==> src/rtl/kernel_out_sink.sv <==
// Sink for the kernel's ap_fifo output streams: throttled full_n, per-run signature and
// word-count checking, and a nibble-serial dump of the combined signature on ap_done.
module kernel_out_sink #(
  parameter int          DATA_W        = 32,
  parameter int          EXP_S_WORDS   = 64,
  parameter int          EXP_Q_WORDS   = 64,
  parameter logic [7:0]  THROTTLE_MASK = 8'h00,
  parameter int          CNT_W         = 16
) (
  input  logic              ap_clk,
  input  logic              ap_rst,
  input  logic              ap_done,
  input  logic [DATA_W-1:0] s_din,
  input  logic              s_write,
  output logic              s_full_n,
  input  logic [DATA_W-1:0] q_din,
  input  logic              q_write,
  output logic              q_full_n,
  output logic [3:0]        data_out,
  output logic              data_valid,
  output logic [15:0]       run_cnt,
  output logic              count_err,
  output logic              proto_err,
  output logic              overrun
);

  typedef enum logic {IDLE, DUMP} state_t;

  state_t            state_q;
  logic [2:0]        thr_cnt_q;
  logic [2:0]        idx_q;
  logic [DATA_W-1:0] s_sig_q, q_sig_q, shadow_q;
  logic [DATA_W-1:0] s_sig_d, q_sig_d, shadow_d;
  logic [CNT_W-1:0]  s_cnt_q, q_cnt_q, s_cnt_d, q_cnt_d;
  logic [15:0]       run_cnt_q;
  logic [3:0]        data_out_q;
  logic              data_valid_q, count_err_q, proto_err_q, overrun_q;
  logic              full_n, s_acc, q_acc, cnt_bad;

  function automatic logic [DATA_W-1:0] sig_fold(input logic [DATA_W-1:0] sig,
                                                 input logic [DATA_W-1:0] din);
    return {sig[DATA_W-2:0], sig[DATA_W-1]} ^ din;
  endfunction

  function automatic logic [CNT_W-1:0] cnt_inc(input logic [CNT_W-1:0] cnt);
    return (cnt == '1) ? cnt : cnt + 1'b1;
  endfunction

  function automatic logic [3:0] nibble(input logic [DATA_W-1:0] sh, input logic [2:0] idx);
    logic [DATA_W-1:0] t;
    t = sh << {idx, 2'b00};
    return t[DATA_W-1 -: 4];
  endfunction

  assign full_n   = ~THROTTLE_MASK[thr_cnt_q];
  assign s_full_n = full_n;
  assign q_full_n = full_n;

  // Next-state view of the running run: a word accepted alongside ap_done is included.
  always_comb begin
    s_acc    = s_write & full_n;
    q_acc    = q_write & full_n;
    s_sig_d  = s_acc ? sig_fold(s_sig_q, s_din) : s_sig_q;
    q_sig_d  = q_acc ? sig_fold(q_sig_q, q_din) : q_sig_q;
    s_cnt_d  = s_acc ? cnt_inc(s_cnt_q) : s_cnt_q;
    q_cnt_d  = q_acc ? cnt_inc(q_cnt_q) : q_cnt_q;
    shadow_d = s_sig_d ^ q_sig_d;
    cnt_bad  = (s_cnt_d != CNT_W'(EXP_S_WORDS)) || (q_cnt_d != CNT_W'(EXP_Q_WORDS));
  end

  always_ff @(posedge ap_clk) begin
    if (ap_rst) begin
      state_q      <= IDLE;
      thr_cnt_q    <= '0;
      idx_q        <= '0;
      s_sig_q      <= '0;
      q_sig_q      <= '0;
      shadow_q     <= '0;
      s_cnt_q      <= '0;
      q_cnt_q      <= '0;
      run_cnt_q    <= '0;
      data_out_q   <= '0;
      data_valid_q <= 1'b0;
      count_err_q  <= 1'b0;
      proto_err_q  <= 1'b0;
      overrun_q    <= 1'b0;
    end else begin
      thr_cnt_q <= thr_cnt_q + 3'd1;
      if ((s_write || q_write) && !full_n)
        proto_err_q <= 1'b1;
      if (ap_done) begin
        s_sig_q      <= '0;
        q_sig_q      <= '0;
        s_cnt_q      <= '0;
        q_cnt_q      <= '0;
        shadow_q     <= shadow_d;
        run_cnt_q    <= run_cnt_q + 16'd1;
        if (cnt_bad)
          count_err_q <= 1'b1;
        // A new close while still dumping truncates the old dump.
        if (state_q == DUMP)
          overrun_q <= 1'b1;
        state_q      <= DUMP;
        idx_q        <= '0;
        data_valid_q <= 1'b1;
        data_out_q   <= shadow_d[DATA_W-1 -: 4];
      end else begin
        s_sig_q <= s_sig_d;
        q_sig_q <= q_sig_d;
        s_cnt_q <= s_cnt_d;
        q_cnt_q <= q_cnt_d;
        if (state_q == DUMP) begin
          if (idx_q == 3'd7) begin
            state_q      <= IDLE;
            idx_q        <= '0;
            data_valid_q <= 1'b0;
            data_out_q   <= '0;
          end else begin
            idx_q      <= idx_q + 3'd1;
            data_out_q <= nibble(shadow_q, idx_q + 3'd1);
          end
        end
      end
    end
  end

  assign data_out   = data_out_q;
  assign data_valid = data_valid_q;
  assign run_cnt    = run_cnt_q;
  assign count_err  = count_err_q;
  assign proto_err  = proto_err_q;
  assign overrun    = overrun_q;

endmodule

==> config.mk <==
export PLATFORM = sky130hd
export DESIGN_NAME = kernel_out_sink
export DESIGN_NICKNAME = d
export VERILOG_FILES = /design/src/rtl/kernel_out_sink.sv
export SDC_FILE = /design/constraint.sdc
export NUM_CORES = 1
export LEC_CHECK = 0
export BUFFER_PORTS_ARGS = -buffer_cell sky130_fd_sc_hd__buf_2
export CAP_MARGIN = 15
export CORE_MARGIN = 2
export CORE_UTILIZATION = 30
export CTS_CLUSTER_SIZE = 25
export DETAILED_ROUTE_END_ITERATION = 10
export HOLD_SLACK_MARGIN = 0.15
export PLACE_DENSITY = 0.51
export SLEW_MARGIN = 20
export SYNTH_ARGS = -nofsm -noshare
export SYNTH_HDL_FRONTEND = slang
export SYNTH_SLANG_ARGS = --single-unit
==> constraint.sdc <==
create_clock -name ap_clk -period 3 [get_ports ap_clk]
set_clock_uncertainty 0.1 [all_clocks]
set_input_delay 0.3 -clock ap_clk [delete_from_list [all_inputs] [get_ports ap_clk]]
set_output_delay 0.3 -clock ap_clk [all_outputs]
set_load 0.01 [all_outputs]
# After elaboration in Yosys (flattened, before gate mapping)

Memory sizes are Yosys's and may differ from the RTL's. A register that Yosys moved wholly into a read port is not among the register bits.
Index checks and enable logic that the tools add are counted.

Register bits: 159
ROM bits: 8
Output and inout bits: 26
Logic and storage cells: 60
Memories kept: 1

Add/sub/neg operators: 5
Magnitude comparators: 1
Eq/ne operators: 5
Shift operators: 1
Muxes and demuxes: 18
Bitwise operators: 6
Reduce and logical (&&, ||, !) cells: 9

Memory list:

| name            | words | bits a word | rd ports | clocked after memory_dff | write ports | line | RTL |
|---|---|---|---|---|---|---|---|
| (no name shown) | 8     | 1           | 1        | 1                        | 0           | 55   | `assign full_n = ~THROTTLE_MASK[thr_cnt_q];` |

Operator list:

| operator              | count |
|---|---|
| $xor 32x32->32        | 3 |
| $mux 16               | 4 |
| $mux 32               | 2 |
| $add 16x1->16 const B | 3 |
| $eq 16x16->1 const B  | 2 |
| $ne 16x7->1 const B   | 2 |
| $shl 32x5->32         | 1 |
| $mux 4                | 3 |
| $mux 1                | 7 |
| $add 3x1->3 const B   | 2 |
| $mux 3                | 2 |
| $reduce_and 2->1      | 3 |
| $lt 3x4->1 const B    | 1 |
| $reduce_bool 2->1     | 2 |
| $eq 3x3->1 const B    | 1 |
| $and 1x1->1           | 2 |
| $logic_or 1x1->1      | 2 |
| $reduce_or 2->1       | 1 |
| $logic_and 1x1->1     | 1 |
| $not 1->1             | 1 |

# Depth between registers and ports, before layout

Gate-level depths: netlist (run 1).

Depth in word-level cells: 8
Depth in mapped cells: 9
Depth with buffers taken out: 8

# Worst setup path before layout (run 1)

OpenSTA, ideal clock, no wires.

Path type: register -> register
Start point: register s_cnt_q[4]
End point: register count_err_q, in the netlist count_err
Setup time: 0.131 ns
Arrival time: 2.211 ns
Setup slack: 0.558 ns
Stages on the path, launching flop included: 8
Path through: dfxtp_1 and4_1 nand2_1 o311ai_0 mux2_2 a2111o_1 a2111oi_2 a31oi_1

Word-level cells in the longest chain between the ends: 6
Elaborated cells between the ends (all ways): 7

Ends and longest elaborated chain:

| item                                                 | line | RTL |
|---|---|---|
| from (decl)                                          | 34   | `logic [CNT_W-1:0] s_cnt_q, q_cnt_q, s_cnt_d, q_cnt_d;` |
| from (signal assigned)                               | 110  | `s_cnt_q <= s_cnt_d;` |
| $add 16x1->16 / $eq 16x16->1 (equally long branches) | 46   | `return (cnt == '1) ? cnt : cnt + 1'b1;` |
| $mux 16                                              | 46   |  |
| $mux 16 (*)                                          | 65   | `s_cnt_d = s_acc ? cnt_inc(s_cnt_q) : s_cnt_q;` |
| $ne 16x7->1 (*)                                      | 68   | `cnt_bad = (s_cnt_d != CNT_W'(EXP_S_WORDS)) \|\| (q_cnt_d != CNT_W'(EXP_Q_WORDS));` |
| $logic_or 1x1->1 (*)                                 | 68   |  |
| $reduce_and 2->1 (no line) (*)                       | n/a  |  |
| to (signal assigned)                                 | 84   | `count_err_q <= 1'b0;` |
| to (signal assigned)                                 | 99   | `count_err_q <= 1'b1;` |
| to (decl)                                            | 37   | `logic data_valid_q, count_err_q, proto_err_q, overrun_q;` |

Every way passes the cells marked *; elsewhere a longest branch is shown, timed or not.
A chain may end at the register's enable or synchronous reset.

# Worst setup path in the final report (run 1)

Start point: register s_cnt_q[5]
End point: register count_err_q, in the netlist count_err

Same word-level chain as after synthesis.

==> impl_metrics.py, run 1 <==
metrics = {
    "critical_path": {
        "critPathArrivalTime_ns": 2.93,
        "required_ns": 3.20,
        "cp_slowest_stage_delay_ns": 0.59,
        "crit_family": "compound AO/OA/AOI/OAI gates",
        "cpMaxStageDelayCell": "o311ai_0",
        "worstPathMaxFanout": 7,
        "setup.worst_path.class": "flop to flop",
        "crit_path_end_kind": "flop",
        "path_buf_inv": 0,
        "crit_chain": "and4_1 -> nand2_1 -> o311ai_0 -> mux2_2 -> a2111o_1 -> a2111oi_2 -> a31oi_1",
        "worstSetupStartpointType": "flop",
    },
    "detailed_routing": {
        "drt_iter0_markers": 296,
        "wirelength_um": 16800,
        "post_drt_wl_per_cell_um": 13.5,
        "dr_total_vias": 5768,
        "drcViolationCount": 0,
        "viasPerCell": 4.61,
        "detail-route-antenna-nets": 0,
        "first_pass_iters": 4,
    },
    "pwr": {
        "switchingPower_mw": 1.22,
        "power_density_nw_per_um2": 578,
        "p_sw_share_pct": 24.5,
        "seq_power_share_pct": 44.8,
        "p_comb_share_pct": 10.9,
        "internal-power_mw": 3.74,
        "vdd_drop_max_mv": 0.280,
        "leakagePower_nw": 3.24,
        "p_clk_share_pct": 44.3,
    },
    "global_routing": {
        "grt_antenna_before_repair": 5,
        "grt_use_total_pct": 13.5,
        "grt_overflow_total": 0,
        "grt_max_degree": 78,
        "grt_pass1_vias": 5452,
        "grt_pass1_wl_um": 27700,
    },
    "die": {
        "fp.coreArea_um2": 23600,
        "fp.dieW_um": 160,
        "num_io_pins": 95,
        "placementRows": 56,
        "dieArea_um2": 25500,
        "start_util_pct": 30.8,
        "die_h_um": 160,
    },
    "timing": {
        "max_slew.worst_pin.slew_ns": 0.847,
        "setup_viol": 0,
        "timing.final.crit_share_pct": 91.1,
        "fin_hold_ws_ns": 0.220,
        "timing.setup.tns_ns": 0,
        "fmax_ghz": 0.366,
        "rsz0062_at_grt": "false",
        "min_period_ns": 2.73,
        "hold_viol": 0,
        "slew-limit-headroom_pct": 43.5,
        "slew_viol_final": 0,
    },
    "place": {
        "place_inst": 1216,
        "place_congestion": 0.791,
        "hpwl_um": 11800,
        "port_buffers": 91,
    },
    "layout": {
        "fin_util_pct": 36.3,
        "finalNonFillerCells": 1251,
        "fillers": 2492,
        "fin_nets": 991,
        "drive_gt1_share_pct": 16.2,
        "area.sequential_um2": 3100,
        "multi_input_area_um2": 3910,
        "syn_to_final_growth_pct": 17.9,
    },
    "yosys": {
        "yosys_warnings": 0,
        "synth_ff_type": "dfxtp_1",
        "synth-seq-cells": 155,
        "async_flop_share_pct": 0,
        "synth_edf_count": 0,
        "syn_inst": 852,
        "syn_area_per_cell_um2": 8.54,
        "ys_seq_area_share_pct": 42.6,
        "syn_area_um2": 7280,
        "synth_cell_type_count": 55,
    },
    "clock_tree": {
        "cts_made_buffers": 17,
        "h-tree-depth": 4,
        "cts.clk_slew.worst_paths_ns": 0.06,
        "cts_tree": "yes",
        "cts_root_buf": "clkbuf_16",
        "clock_sinks": 155,
        "insertion_delay_ns": 0.42,
        "clock_path_buffers": 2,
    },
    "job": {
        "maxCapViolCount": 0,
    },
    "min_path": {
        "hp-class": "primary input to flop",
    },
    "run_status": {
        "outcome": "finished, final reports clean",
    },
}
==> kinds of logic after synthesis <==
kind of cell,synth area share (%)
AOI/OAI and AO/OA,12.2
xor gates and xnor gates,15.9
adders and majority gates,0.860
buffers and inverters,3.65
DFF,42.6
muxes,4.14
other,0.103
and+or+nand+nor,20.5
==> state kept, by name, summed over array words and instances, names as in the netlist, 3 cells and up <==
register	cells
data_out	4
idx_q	3
q_cnt_q	16
q_sig_q	32
run_cnt	16
s_cnt_q	16
s_sig_q	32
shadow_q	32
==> timing repair <==
action | in CTS | in global routing
hold buffers | 1 | 0
endpoints found under the hold margin | 1 | 0
buffers inserted | 0 | 0
gates resized for setup | 0 | 0
==> worst min-delay path: stages <==
cell and delay [ns]:
buf_2 0.09, xnor2_1 0.06, nand2_1 0.05, o21ai_0 0.11, nor2_1 0.10
==> area by class of cell <==
type,instances,share of cell area [%]
Timing Repair Buffer,102,6.30
Tap cell,319,4.65
Inverter,6,0.263
Clock inverter,11,1.68
Clock buffer,21,5.25
Multi-Input combinational cell,635,45.6
Antenna cell,2,0.0583
Sequential cell,155,36.2
==> power groups by stage <==
stage	sequential, mW	combinational (mW)	clock [mW]
after global routing	2.23	0.610	2.36
after CTS	2.22	0.550	2.27
after global placement	2.27	0.544	0
after detailed placement	2.27	0.547	0
final	2.22	0.539	2.20
after floorplan	2.25	0.400	0
==> metrics by stage <==
step	power (mW)	area (um2)	worst slack, ns
5_1_grt	5.20	8570	0.0798
2_1_floorplan	2.65	7280	0.558
6_report	4.95	8580	0.267
4_1_cts	5.04	8570	0.289
3_5_place_dp	2.81	7970	0.312
3_3_place_gp	2.81	7970	0.345
==> final timing paths <==
| path | start | to | slack [ns] | depth (start not counted) |
|---|---|---|---|---|
| max reg2reg | s_cnt_q[5]$_SDFF_PP0_ | count_err$_SDFFE_PP0P_ | 0.27 | 7 |
| max | s_cnt_q[5]$_SDFF_PP0_ | count_err$_SDFFE_PP0P_ | 0.27 | 7 |
| min reg2reg | shadow_q[28]$_SDFFE_PP0P_ | shadow_q[28]$_SDFFE_PP0P_ | 0.35 | 1 |
| min | s_din[22] | s_sig_q[22]$_SDFF_PP0_ | 0.22 | 5 |
==> synthesized netlist by cell type, drive strengths merged, types with 2 or more instances <==
| master | instances | area share [%] |
|---|---|---|
| nand2b | 5 | 0.43 |
| inv | 6 | 0.31 |
| o21a | 8 | 0.83 |
| and4 | 5 | 0.62 |
| nor3 | 11 | 0.76 |
| mux2i | 11 | 1.5 |
| nor2b | 3 | 0.26 |
| xor2 | 28 | 3.4 |
| a31o | 2 | 0.24 |
| clkbuf | 44 | 2.3 |
| nand4 | 21 | 1.9 |
| a211oi | 30 | 3.1 |
| o21bai | 3 | 0.31 |
| nor3b | 3 | 0.31 |
| ha | 5 | 0.86 |
| nand2 | 85 | 4.6 |
| o21ai | 71 | 4.9 |
| or4 | 2 | 0.21 |
| nor2 | 150 | 7.7 |
| mux4 | 8 | 2.5 |
| and2 | 6 | 0.55 |
| conb | 2 | 0.10 |
| and3 | 9 | 0.77 |
| o22ai | 4 | 0.34 |
| a31oi | 5 | 0.43 |
| xnor2 | 104 | 13 |
| buf | 13 | 1.1 |
| nand3 | 21 | 1.4 |
| a21oi | 15 | 1.0 |
| dfxtp | 155 | 43 |
==> placed cells by master (no fill, tap or decap), drive strengths merged, types with 2 or more instances in the layout <==
master / netlist / routed
mux2i: 11 / 11
o21ai: 71 / 71
nor3: 11 / 11
a211oi: 30 / 30
nand3: 21 / 21
o22ai: 4 / 4
clkbuf: 44 / 21
ha: 5 / 5
o21a: 8 / 8
buf: 13 / 101
clkinv: 0 / 6
xor2: 28 / 28
nor2: 150 / 150
a31o: 2 / 2
xnor2: 104 / 104
bufinv: 0 / 3
diode: 0 / 2
nand2b: 5 / 5
nor2b: 3 / 3
and3: 9 / 9
nand4: 21 / 21
o21bai: 3 / 3
and4: 5 / 5
a31oi: 5 / 5
mux4: 8 / 8
nor3b: 3 / 3
dfxtp: 155 / 155
and2: 6 / 6
or4: 2 / 2
conb: 2 / 3
a21oi: 15 / 15
nand2: 85 / 85
inv: 6 / 7
==> layer usage <==
layer	routed length, um	global-route usage, %	up-vias
met2	7620	21.3	88
met1	8280	18.0	2627
met5	33	0	-
met3	724	3.69	19
met4	170	3.97	6
li1	-	-	3028
Power figures use the tool's default switching activity.
==> inputs of run 2 (changes only) <==
- REMOVE_ABC_BUFFERS: not set -> 1
==> impl_metrics.py, run 2 (same netlist as run 1, synthesis figures left out) <==
metrics = {
    "timing": {
        "slew_viol_final": 0,
        "timing.setup.tns_ns": 0,
        "timing.final.crit_share_pct": 91.5,
        "hold_viol": 0,
        "max_slew.worst_pin.slew_ns": 0.777,
        "fmax_ghz": 0.364,
        "slew-limit-headroom_pct": 48.2,
        "rsz0062_at_grt": "false",
        "worst_slack_ns": 0.254,
        "setup_viol": 0,
        "fin_hold_ws_ns": 0.217,
        "min_period_ns": 2.75,
    },
    "die": {
        "dieArea_um2": 25500,
        "placementRows": 56,
        "num_io_pins": 95,
        "start_util_pct": 30.8,
        "die_h_um": 160,
        "fp.coreArea_um2": 23600,
        "fp.dieW_um": 160,
    },
    "critical_path": {
        "reg2regPathDepth": 6,
        "setup.worst_path.class": "flop to flop",
        "worstSetupStartpointType": "flop",
        "cp-startpoint": "s_cnt_q[12]$_SDFF_PP0_",
        "worstPathMaxFanout": 11,
        "critPathArrivalTime_ns": 2.95,
        "rrSetupSlack_ns": 0.25,
        "crit_path_end_kind": "flop",
        "cp-endpoint": "count_err$_SDFFE_PP0P_",
        "required_ns": 3.20,
        "r2r_end": "count_err$_SDFFE_PP0P_",
        "r2r-start": "s_cnt_q[12]$_SDFF_PP0_",
    },
    "detailed_routing": {
        "routedLengthMet1_um": 8860,
        "first_pass_iters": 4,
        "detail-route-antenna-nets": 0,
        "viasPerCell": 4.61,
        "top_layer_used": "met4",
        "dr_total_vias": 5766,
        "wirelength_um": 17000,
        "drcViolationCount": 0,
        "post_drt_wl_per_cell_um": 13.6,
        "wl_met2_um": 7370,
        "wl_met3_um": 593,
        "drt_iter0_markers": 301,
    },
    "min_path": {
        "hp-class": "primary input to flop",
    },
    "pwr": {
        "power_density_nw_per_um2": 575,
        "p_total_mw": 4.94,
        "vdd_drop_max_mv": 0.309,
        "leakagePower_nw": 3.25,
    },
    "clock_tree": {
        "clock_path_buffers": 2,
        "post_cts_hold_buffer_count": 1,
        "cts_tree": "yes",
        "cts_resized": 0,
        "postCtsSetupBuffers": 0,
        "cts_root_buf": "clkbuf_16",
        "insertion_delay_ns": 0.42,
        "clock_sinks": 155,
        "cts_made_buffers": 17,
        "h-tree-depth": 4,
        "cts.clk_slew.worst_paths_ns": 0.06,
    },
    "place": {
        "place_congestion": 0.848,
        "hpwl_um": 12300,
        "port_buffers": 91,
        "dp_worst_setup_slack_ns": 0.264,
    },
    "global_routing": {
        "grt_antenna_before_repair": 0,
        "grt_overflow_total": 0,
        "grt_pass1_vias": 5380,
        "grt_use_total_pct": 13.6,
        "grt_pass1_wl_um": 28000,
        "grt_max_degree": 78,
    },
    "layout": {
        "syn_to_final_growth_pct": 18.2,
        "drive_gt1_share_pct": 16.5,
        "layout_commonest_cell": "dfxtp_1",
        "fin_nets": 993,
        "reg.largest.list": "q_sig_q x32, s_sig_q x32, shadow_q x32",
        "n_antenna_cell": 0,
        "mostFrequentLayoutCells": "dfxtp_1, nor2_1, xnor2_1",
    },
    "job": {
        "maxCapViolCount": 0,
    },
    "run_status": {
        "outcome": "finished, final reports clean",
    },
}
==> run 2: cell types whose count changed in the layout (fill, tap and decap cells not counted), sizes merged <==
| cell | change |
|---|---|
| buf | +2 |
| bufinv | -1 |
| clkinv | -2 |
| clkinvlp | +1 |
| diode | -2 |
| inv | +2 |
==> run 2: stage by stage <==
| stage | cells | utilization [%] | cell area (um2) |
|---|---|---|---|
| global route | 1251 | 36.4 | 8600 |
| floorplan | 796 | - | 7040 |
| detailed placement | 1218 | 33.9 | 7990 |
| global placement | 1218 | 33.9 | 7990 |
| finish | 1251 | 36.4 | 8600 |
| CTS | 1251 | 36.4 | 8600 |
==> run 2: per-layer routing <==
layer	GRT usage, %	up-vias
li1	-	3018
met1	18.9	2628
met2	21.1	103
met3	2.86	17
met4	4.21	0
met5	0	-
==> run 2: worst min-delay path by stage <==
stage | endpoint | slack (ns) | cells past startpoint | from
floorplan | state_q$_SDFF_PP0_ | 0.27 | 1 | ap_rst
global placement | shadow_q[31]$_SDFFE_PP0P_ | 0.34 | 1 | shadow_q[31]$_SDFFE_PP0P_
detailed placement | shadow_q[28]$_SDFFE_PP0P_ | 0.34 | 1 | shadow_q[28]$_SDFFE_PP0P_
CTS | q_sig_q[11]$_SDFF_PP0_ | 0.21 | 5 | q_din[11]
global route | s_sig_q[28]$_SDFF_PP0_ | 0.24 | 5 | s_din[28]
finish | s_sig_q[23]$_SDFF_PP0_ | 0.22 | 5 | s_din[23]
==> run 2: area by class of cell <==
type,instances,area (um2)
multi-input combinational,635,3910
fill,2469,15000
timing repair buffer,104,568
tap,319,399
inverter,6,22.5
sequential,155,3100
clock inverter,11,133
clock buffer,21,460
==> run 2: worst max-delay path: stages, from the launching register on <==
cell       delay, ns
dfxtp_1         0.53
nand4_1         0.31
o311ai_0        0.59
mux2_2          0.42
a2111o_1        0.36
a2111oi_2       0.21
a31oi_1         0.12
==> run 2: report_power, final <==
group | internal, mW | switching [mW] | total (mW) | leakage, nW
clock | 1.28 | 0.891 | 2.17 | 0.285
sequential | 2.15 | 0.0658 | 2.22 | 1.27
combinational | 0.258 | 0.294 | 0.552 | 1.69
total | 3.69 | 1.25 | 4.94 | 3.25
